===== config.mk =====
export PLATFORM = sky130hd
export DESIGN_NAME = dvp_pattern_tx
export DESIGN_NICKNAME = d
export VERILOG_FILES = /design/src/rtl/dvp_tx_pkg.sv /design/src/rtl/dvp_pattern_gen.sv /design/src/rtl/dvp_pattern_tx.sv
export SDC_FILE = /design/constraint.sdc
export NUM_CORES = 1
export LEC_CHECK = 0
export ABC_CLOCK_PERIOD_IN_PS = 2830
export CORE_MARGIN = 4
export CORE_UTILIZATION = 30
export DETAILED_ROUTE_END_ITERATION = 7
export SLEW_MARGIN = 20
export SYNTH_ARGS = -nofsm -noshare
export SYNTH_HDL_FRONTEND = slang
export SYNTH_SLANG_ARGS = --single-unit

===== constraint.sdc =====
create_clock -name i_sys_clk -period 2.83 [get_ports i_sys_clk]
set_clock_uncertainty 0.1 [all_clocks]
set_input_delay 0.566 -clock i_sys_clk [delete_from_list [all_inputs] [get_ports i_sys_clk]]
set_output_delay 0.566 -clock i_sys_clk [all_outputs]
set_load 0.005 [all_outputs]

===== src/rtl/dvp_tx_pkg.sv =====
// -----------------------------------------------------------------------------
// dvp_tx_pkg
// Shared types and constants for the DVP camera pattern transmitter:
//   state_t    - frame sequencer states
//   pattern_t  - test pattern selector (matches the 2-bit i_pattern encoding)
//   BAR_COLORS - RGB565 colours of the 8-bar pattern, left to right
// -----------------------------------------------------------------------------
package dvp_tx_pkg;

  typedef enum logic [2:0] {
    IDLE,
    VSYNC,
    VBACK,
    ACTIVE,
    VFRONT
  } state_t;

  typedef enum logic [1:0] {
    BAR   = 2'd0,
    RAMP  = 2'd1,
    SOLID = 2'd2,
    CHECK = 2'd3
  } pattern_t;

  // Index 0 is the leftmost bar.
  localparam logic [0:7][15:0] BAR_COLORS = '{
    16'hFFFF, 16'hFFE0, 16'h07FF, 16'h07E0,
    16'hF81F, 16'hF800, 16'h001F, 16'h0000
  };

endpackage


===== src/rtl/dvp_pattern_gen.sv =====
// -----------------------------------------------------------------------------
// dvp_pattern_gen
// Purely combinational pixel source: maps a pixel coordinate to an RGB565 value.
// Ports:
//   pattern   - selected test pattern (latched per frame by the caller)
//   x, y      - pixel column / active line index
//   color     - fixed colour used by the SOLID pattern
//   frame_lsb - frame counter LSB; flips the checkerboard phase every frame
//   pixel     - 16-bit RGB565 result
// -----------------------------------------------------------------------------
module dvp_pattern_gen
  import dvp_tx_pkg::*;
#(
  parameter int H_ACTIVE = 640
) (
  input  pattern_t    pattern,
  input  logic [15:0] x,
  input  logic [15:0] y,
  input  logic [15:0] color,
  input  logic        frame_lsb,
  output logic [15:0] pixel
);

  // Narrow frames still get 8 bars, one pixel wide each.
  localparam int BAR_W = (H_ACTIVE >= 8) ? (H_ACTIVE / 8) : 1;

  logic [15:0] bar_full;
  logic [2:0]  bar_idx;
  logic        check_on;

  // NOTE: every output of a combinational block gets a default first so no
  // path leaves it unassigned -- otherwise synthesis infers a latch.
  always_comb begin
    bar_full = x / 16'(BAR_W);
    // Pixels past the 8th full bar (width remainder) stay in the last bar.
    bar_idx  = (bar_full > 16'd7) ? 3'd7 : bar_full[2:0];
    // 8x8 tiles: parity of bit 3 of x and y, inverted on odd frames.
    check_on = ((((x ^ y) >> 3) & 16'h0001) != 16'h0000) ^ frame_lsb;
    pixel    = 16'h0000;
    case (pattern)
      BAR:     pixel = BAR_COLORS[bar_idx];
      RAMP:    pixel = x;
      SOLID:   pixel = color;
      CHECK:   pixel = check_on ? 16'hFFFF : 16'h0000;
      default: pixel = 16'h0000;
    endcase
  end

endmodule


===== src/rtl/dvp_pattern_tx.sv =====
// -----------------------------------------------------------------------------
// dvp_pattern_tx
// Emulates a DVP camera sensor: generates pclk at half the system clock and a
// vsync/href/data byte stream carrying a selectable RGB565 test pattern.
// Ports:
//   i_sys_clk, i_sys_rst_n - system clock, async active-low reset
//   i_enable               - run frames back to back while high
//   i_pattern, i_color     - pattern select / solid colour (latched per frame)
//   o_cam_pclk             - emulated pixel clock (toggles every i_sys_clk)
//   o_cam_vsync, o_cam_href, o_cam_data - DVP frame sync, line valid, bytes
//   o_frame_done           - one i_sys_clk pulse at the end of each frame
//   o_frame_cnt            - completed frame count (wraps)
// All DVP outputs change only when pclk falls, so they are stable at its rise.
// -----------------------------------------------------------------------------
module dvp_pattern_tx
  import dvp_tx_pkg::*;
#(
  parameter int H_ACTIVE = 640,
  parameter int V_ACTIVE = 480,
  parameter int H_BLANK  = 144,
  parameter int VS_LINES = 4,
  parameter int V_BACK   = 16,
  parameter int V_FRONT  = 4
) (
  input  logic        i_sys_clk,
  input  logic        i_sys_rst_n,
  input  logic        i_enable,
  input  logic [1:0]  i_pattern,
  input  logic [15:0] i_color,
  output logic        o_cam_pclk,
  output logic        o_cam_vsync,
  output logic        o_cam_href,
  output logic [7:0]  o_cam_data,
  output logic        o_frame_done,
  output logic [15:0] o_frame_cnt
);

  localparam int LINE      = 2 * H_ACTIVE + H_BLANK;
  localparam int ACT_TICKS = 2 * H_ACTIVE;
  localparam int MAX_A     = (VS_LINES > V_BACK)  ? VS_LINES : V_BACK;
  localparam int MAX_B     = (V_ACTIVE > V_FRONT) ? V_ACTIVE : V_FRONT;
  localparam int MAX_LINES = (MAX_A > MAX_B) ? MAX_A : MAX_B;
  localparam int CW        = (LINE > 1) ? $clog2(LINE) : 1;
  localparam int LW        = (MAX_LINES > 1) ? $clog2(MAX_LINES) : 1;

  state_t        state, state_next;
  logic [CW-1:0] col, col_next;    // tick within the current line
  logic [LW-1:0] line, line_next;  // line within the current phase
  logic          phase_last, start, frame_end;
  logic          tick, href_next;
  pattern_t      pat_q;
  logic [15:0]   color_q, pixel;
  logic [7:0]    byte_next;

  // A tick is the system cycle whose edge drives pclk low.
  assign tick = o_cam_pclk;

  always_comb begin
    state_next = state;
    col_next   = col;
    line_next  = line;
    start      = 1'b0;
    frame_end  = 1'b0;
    case (state)
      VSYNC:   phase_last = (line == LW'(VS_LINES - 1));
      VBACK:   phase_last = (line == LW'(V_BACK - 1));
      ACTIVE:  phase_last = (line == LW'(V_ACTIVE - 1));
      VFRONT:  phase_last = (line == LW'(V_FRONT - 1));
      default: phase_last = 1'b0;
    endcase
    if (tick) begin
      if (state == IDLE) begin
        if (i_enable) begin
          state_next = VSYNC;
          col_next   = '0;
          line_next  = '0;
          start      = 1'b1;
        end
      end else if (col == CW'(LINE - 1)) begin
        col_next = '0;
        if (phase_last) begin
          line_next = '0;
          case (state)
            VSYNC:  state_next = VBACK;
            VBACK:  state_next = ACTIVE;
            ACTIVE: state_next = VFRONT;
            VFRONT: begin
              frame_end = 1'b1;
              // Enable is only sampled here, so dropping it never cuts a frame.
              if (i_enable) begin
                state_next = VSYNC;
                start      = 1'b1;
              end else begin
                state_next = IDLE;
              end
            end
            default: state_next = IDLE;
          endcase
        end else begin
          line_next = line + LW'(1);
        end
      end else begin
        col_next = col + CW'(1);
      end
    end
  end

  // Outputs are registered from the next-state values, so they line up with
  // the state/counters they describe.
  assign href_next = (state_next == ACTIVE) && (32'(col_next) < ACT_TICKS);
  assign byte_next = col_next[0] ? pixel[7:0] : pixel[15:8];

  dvp_pattern_gen #(
    .H_ACTIVE (H_ACTIVE)
  ) u_gen (
    .pattern   (pat_q),
    .x         (16'(col_next >> 1)),
    .y         (16'(line_next)),
    .color     (color_q),
    .frame_lsb (o_frame_cnt[0]),
    .pixel     (pixel)
  );

  // NOTE: sequential state uses non-blocking assignments so every register
  // samples the pre-edge values regardless of statement order.
  always_ff @(posedge i_sys_clk or negedge i_sys_rst_n) begin
    if (!i_sys_rst_n) begin
      state <= IDLE;
      col   <= '0;
      line  <= '0;
    end else begin
      state <= state_next;
      col   <= col_next;
      line  <= line_next;
    end
  end

  always_ff @(posedge i_sys_clk or negedge i_sys_rst_n) begin
    if (!i_sys_rst_n) begin
      o_cam_pclk   <= 1'b0;
      o_cam_vsync  <= 1'b0;
      o_cam_href   <= 1'b0;
      o_cam_data   <= 8'h00;
      o_frame_done <= 1'b0;
      o_frame_cnt  <= 16'h0000;
      pat_q        <= BAR;
      color_q      <= 16'h0000;
    end else begin
      o_cam_pclk   <= ~o_cam_pclk;
      o_frame_done <= 1'b0;
      if (tick) begin
        o_cam_vsync <= (state_next == VSYNC);
        o_cam_href  <= href_next;
        o_cam_data  <= href_next ? byte_next : 8'h00;
        if (start) begin
          pat_q   <= pattern_t'(i_pattern);
          color_q <= i_color;
        end
        if (frame_end) begin
          o_frame_done <= 1'b1;
          o_frame_cnt  <= o_frame_cnt + 16'd1;
        end
      end
    end
  end

endmodule


==> metrics.yaml <==
synth_cells: 405
drv_slew: 0
grt_usage: 0.1448
async_reset_ff_frac: 1.000
cp.required_ns: 2.95
endpoint: "o_cam_data[2]"
ios: 49
initial_core_util: 0.3086
firstDrtPassIters: 4
dr.first_iter.drc_count: 131
rsz0062_at_grt: "true"
synthMuxAreaShare: 0.05131
hold_buffers: 0
gp_congestion: 0.8870
synth_xor_xnor_area_share: 0.04238
r2r-end: "o_cam_data[2]"
synth-simple-area-share: 0.1934
hpwl_mm: 7.696
synth_top_family_by_area: "compound AO/OA/AOI/OAI gates"
grt_first_pass_wirelength_mm: 17.13
intPower_mw: 2.431
final_common_cell: "buf_4"
ir_worst_vdd_mv: 0.5678
syn_area_per_cell_um2: 9.694
layout-drive-gt1-share: 0.3880
worstPathArrival_ns: 3.04
cts.sinks: 69
fin_tns_setup_ns: -0.4174
dp_cells: 679
setup.worst_path.start_class: "flip-flop"
synth_ff_type: "dfrtp_1"
die_y_um: 122.4
grt-ovfl-total: 0
critical-path-max-stage-delay_ns: 0.59
area_growth_pct: 52.93
crit_path_max_fanout: 3
io_buffers: 48
cts_buffers: 9
total_power_mw: 3.680
syn-cell-area_um2: 3926
grt_max_degree: 44
synth_compound_area_frac: 0.2151
nFillCells: 1241
grt_pass1_vias: 3570
cts_root_buf: "clkbuf_16"
max_slew_margin: 0.5814
crit_path_end_kind: "flip-flop"
yosysUniqueCellTypes: 74
cap_viol_max_count: 0
fmax_ghz: 0.3418
total_leakage_power_nw: 2.591
synth_fa_ha_area_frac: 0.009560
wl_per_cell_um: 15.50
synth_edf_count: 0
clkTransAtPathRegs_ns: 0.06
die_x_um: 122.4
diodes: 0
drc: 0
synth_nets: 429
swShare: 0.3394
die_area_um2: 14980
viasPerCell: 5.035
nets: 568
yosysSeqAreaShare: 0.4398
finalNonFillerCells: 721
seqPwrFrac: 0.330
power_switching_mw: 1.249
hold_slack_ns: 0.1446
status: "finished, violations left"
setup_ws_ns: -0.09535
r2r-start: "col[9]"
wirelength_mm: 11.18
ant_nets: 0
cts_tree: "built"
cts_max_level: 3
crit_slowest_cell: "or4b_4"
fin_crit_sh: 1.034
p_clk_frac: 0.289
ys_seq_elements: 69
p_per_area_nw_per_um2: 612.8
yosysWarnings: 0
p_comb_frac: 0.381
fin_crit_ns: 2.925
design.core.area_um2: 12720
num_rows: 41
final_util: 0.4720
reg2regPathDepth: 9
layout_common_cells: "buf_4, dfrtp_1, clkdlybuf4s50_1"
antenna_found_initial: 0
setup_viol: 8
crit_type: "flip-flop to flip-flop"
tightest_slew_ns: 0.6280
cp-startpoint: "col[9]"
failed_checks: "setup timing"
r2r_slack_ns: -0.1
vias: 3630
clockBufferDepth: 2
hold_viol: 0
hold_class: "primary input to async pin"
path_cells: "or4b_4, buf_6, o311a_4, a221oi_2, o21ai_2, xnor2_2, nor2_2, a211o_2, a221o_2"
clock_latency_ns: 0.34
flip-flops by register name, summed over array words and instances (netlist names), named ones only:
register      cells
col              11
color_q          16
line              6
o_cam_data        8
o_cam_href        1
o_cam_pclk        1
o_cam_vsync       1
o_frame_cnt      16
o_frame_done      1
pat_q             2
state             3
stage by stage:
stage / setup slack (ns) / cell area [um2]
detailed placement: -0.4517 / 5104
global route: -0.1721 / 6005
CTS: -0.1427 / 5643
finish: -0.09535 / 6005
global placement: -0.4138 / 5104
floorplan: -0.03930 / 3955
Yosys cell counts, drive strengths merged (8+ instances only):
| cell type | count | area share |
|---|---|---|
| dfrtp | 69 | 0.44 |
| o21ai | 42 | 0.054 |
| nand2 | 40 | 0.038 |
| nor2 | 26 | 0.025 |
| a21oi | 18 | 0.023 |
| inv | 17 | 0.016 |
| mux2 | 17 | 0.049 |
| nand3 | 13 | 0.017 |
| xnor2 | 13 | 0.029 |
| clkbuf | 10 | 0.010 |
| buf | 9 | 0.018 |
| nor3 | 9 | 0.013 |
| a211oi | 8 | 0.018 |
| nand4 | 8 | 0.013 |
per-layer routing:
| layer | track usage | vias to the layer above | routed length, um |
|---|---|---|---|
| met2 | 0.2484 | 88 | 5583 |
| met3 | 0.03779 | 15 | 453 |
| li1 | - | 1773 | - |
| met4 | 0.05598 | 0 | 225 |
| met1 | 0.1735 | 1754 | 4913 |
| met5 | 0 | - | 0 |
kinds of logic (layout without fill, tap and decap cells):
group	Yosys count	in the layout
simple gates	141	141
mux	18	18
flops	69	69
xor+xnor	19	19
compound gates	117	117
fa+ha+maj	3	3
buf+inv	38	182
power by group through the flow:
stage / Sequential [mW] / Combinational [mW] / Clock [mW]
after floorplan: 1.20 / 0.621 / 0
after global placement: 1.22 / 1.04 / 0
after detailed placement: 1.23 / 1.06 / 0
after CTS: 1.22 / 1.20 / 1.09
after global routing: 1.23 / 1.51 / 1.13
final: 1.21 / 1.40 / 1.06
cell type report:
| cell class | instances | area (um2) | share of cell area |
|---|---|---|---|
| timing repair buffer | 148 | 1315 | 0.2190 |
| sequential | 69 | 1732 | 0.2884 |
| clock inverter | 5 | 33.78 | 0.005626 |
| tap | 172 | 215.2 | 0.03584 |
| clock buffer | 11 | 252.7 | 0.04209 |
| inverter | 18 | 71.32 | 0.01188 |
| multi-input combinational | 298 | 2385 | 0.3972 |
worst max-delay path, delay by kind of cell, from the launching register on:
| family | cells | cell delay, ns |
|---|---|---|
| buffers and inverters | 1 | 0.16 |
| xor gates and xnor gates | 1 | 0.23 |
| DFF | 1 | 0.37 |
| and+or+nand+nor | 2 | 0.69 |
| AOI/OAI and AO/OA | 5 | 1.25 |
how the worst min path moves through the flow:
| stage | start | slack [ns] | to | cells after the start |
|---|---|---|---|---|
| 5_1_grt | i_sys_rst_n | 0.18 | color_q[0] | 1 |
| 2_1_floorplan | i_sys_rst_n | 0.17 | async pin | 0 |
| 3_3_place_gp | o_frame_cnt[15] | 0.36 | o_frame_cnt[15] | 1 |
| 4_1_cts | i_sys_rst_n | 0.15 | color_q[0] | 1 |
| 6_report | i_sys_rst_n | 0.14 | color_q[0] | 1 |
| 3_5_place_dp | o_frame_cnt[15] | 0.36 | o_frame_cnt[15] | 1 |
what timing repair did:
| item | CTS | global route |
|---|---|---|
| setup endpoints to repair | 37 | 36 |
| gates resized for setup | 40 | 49 |
| pin swaps | 30 | 23 |
| gates cloned | 0 | 2 |
| setup buffers | 11 | 14 |
Note: power is estimated with default switching activity, not from simulation.
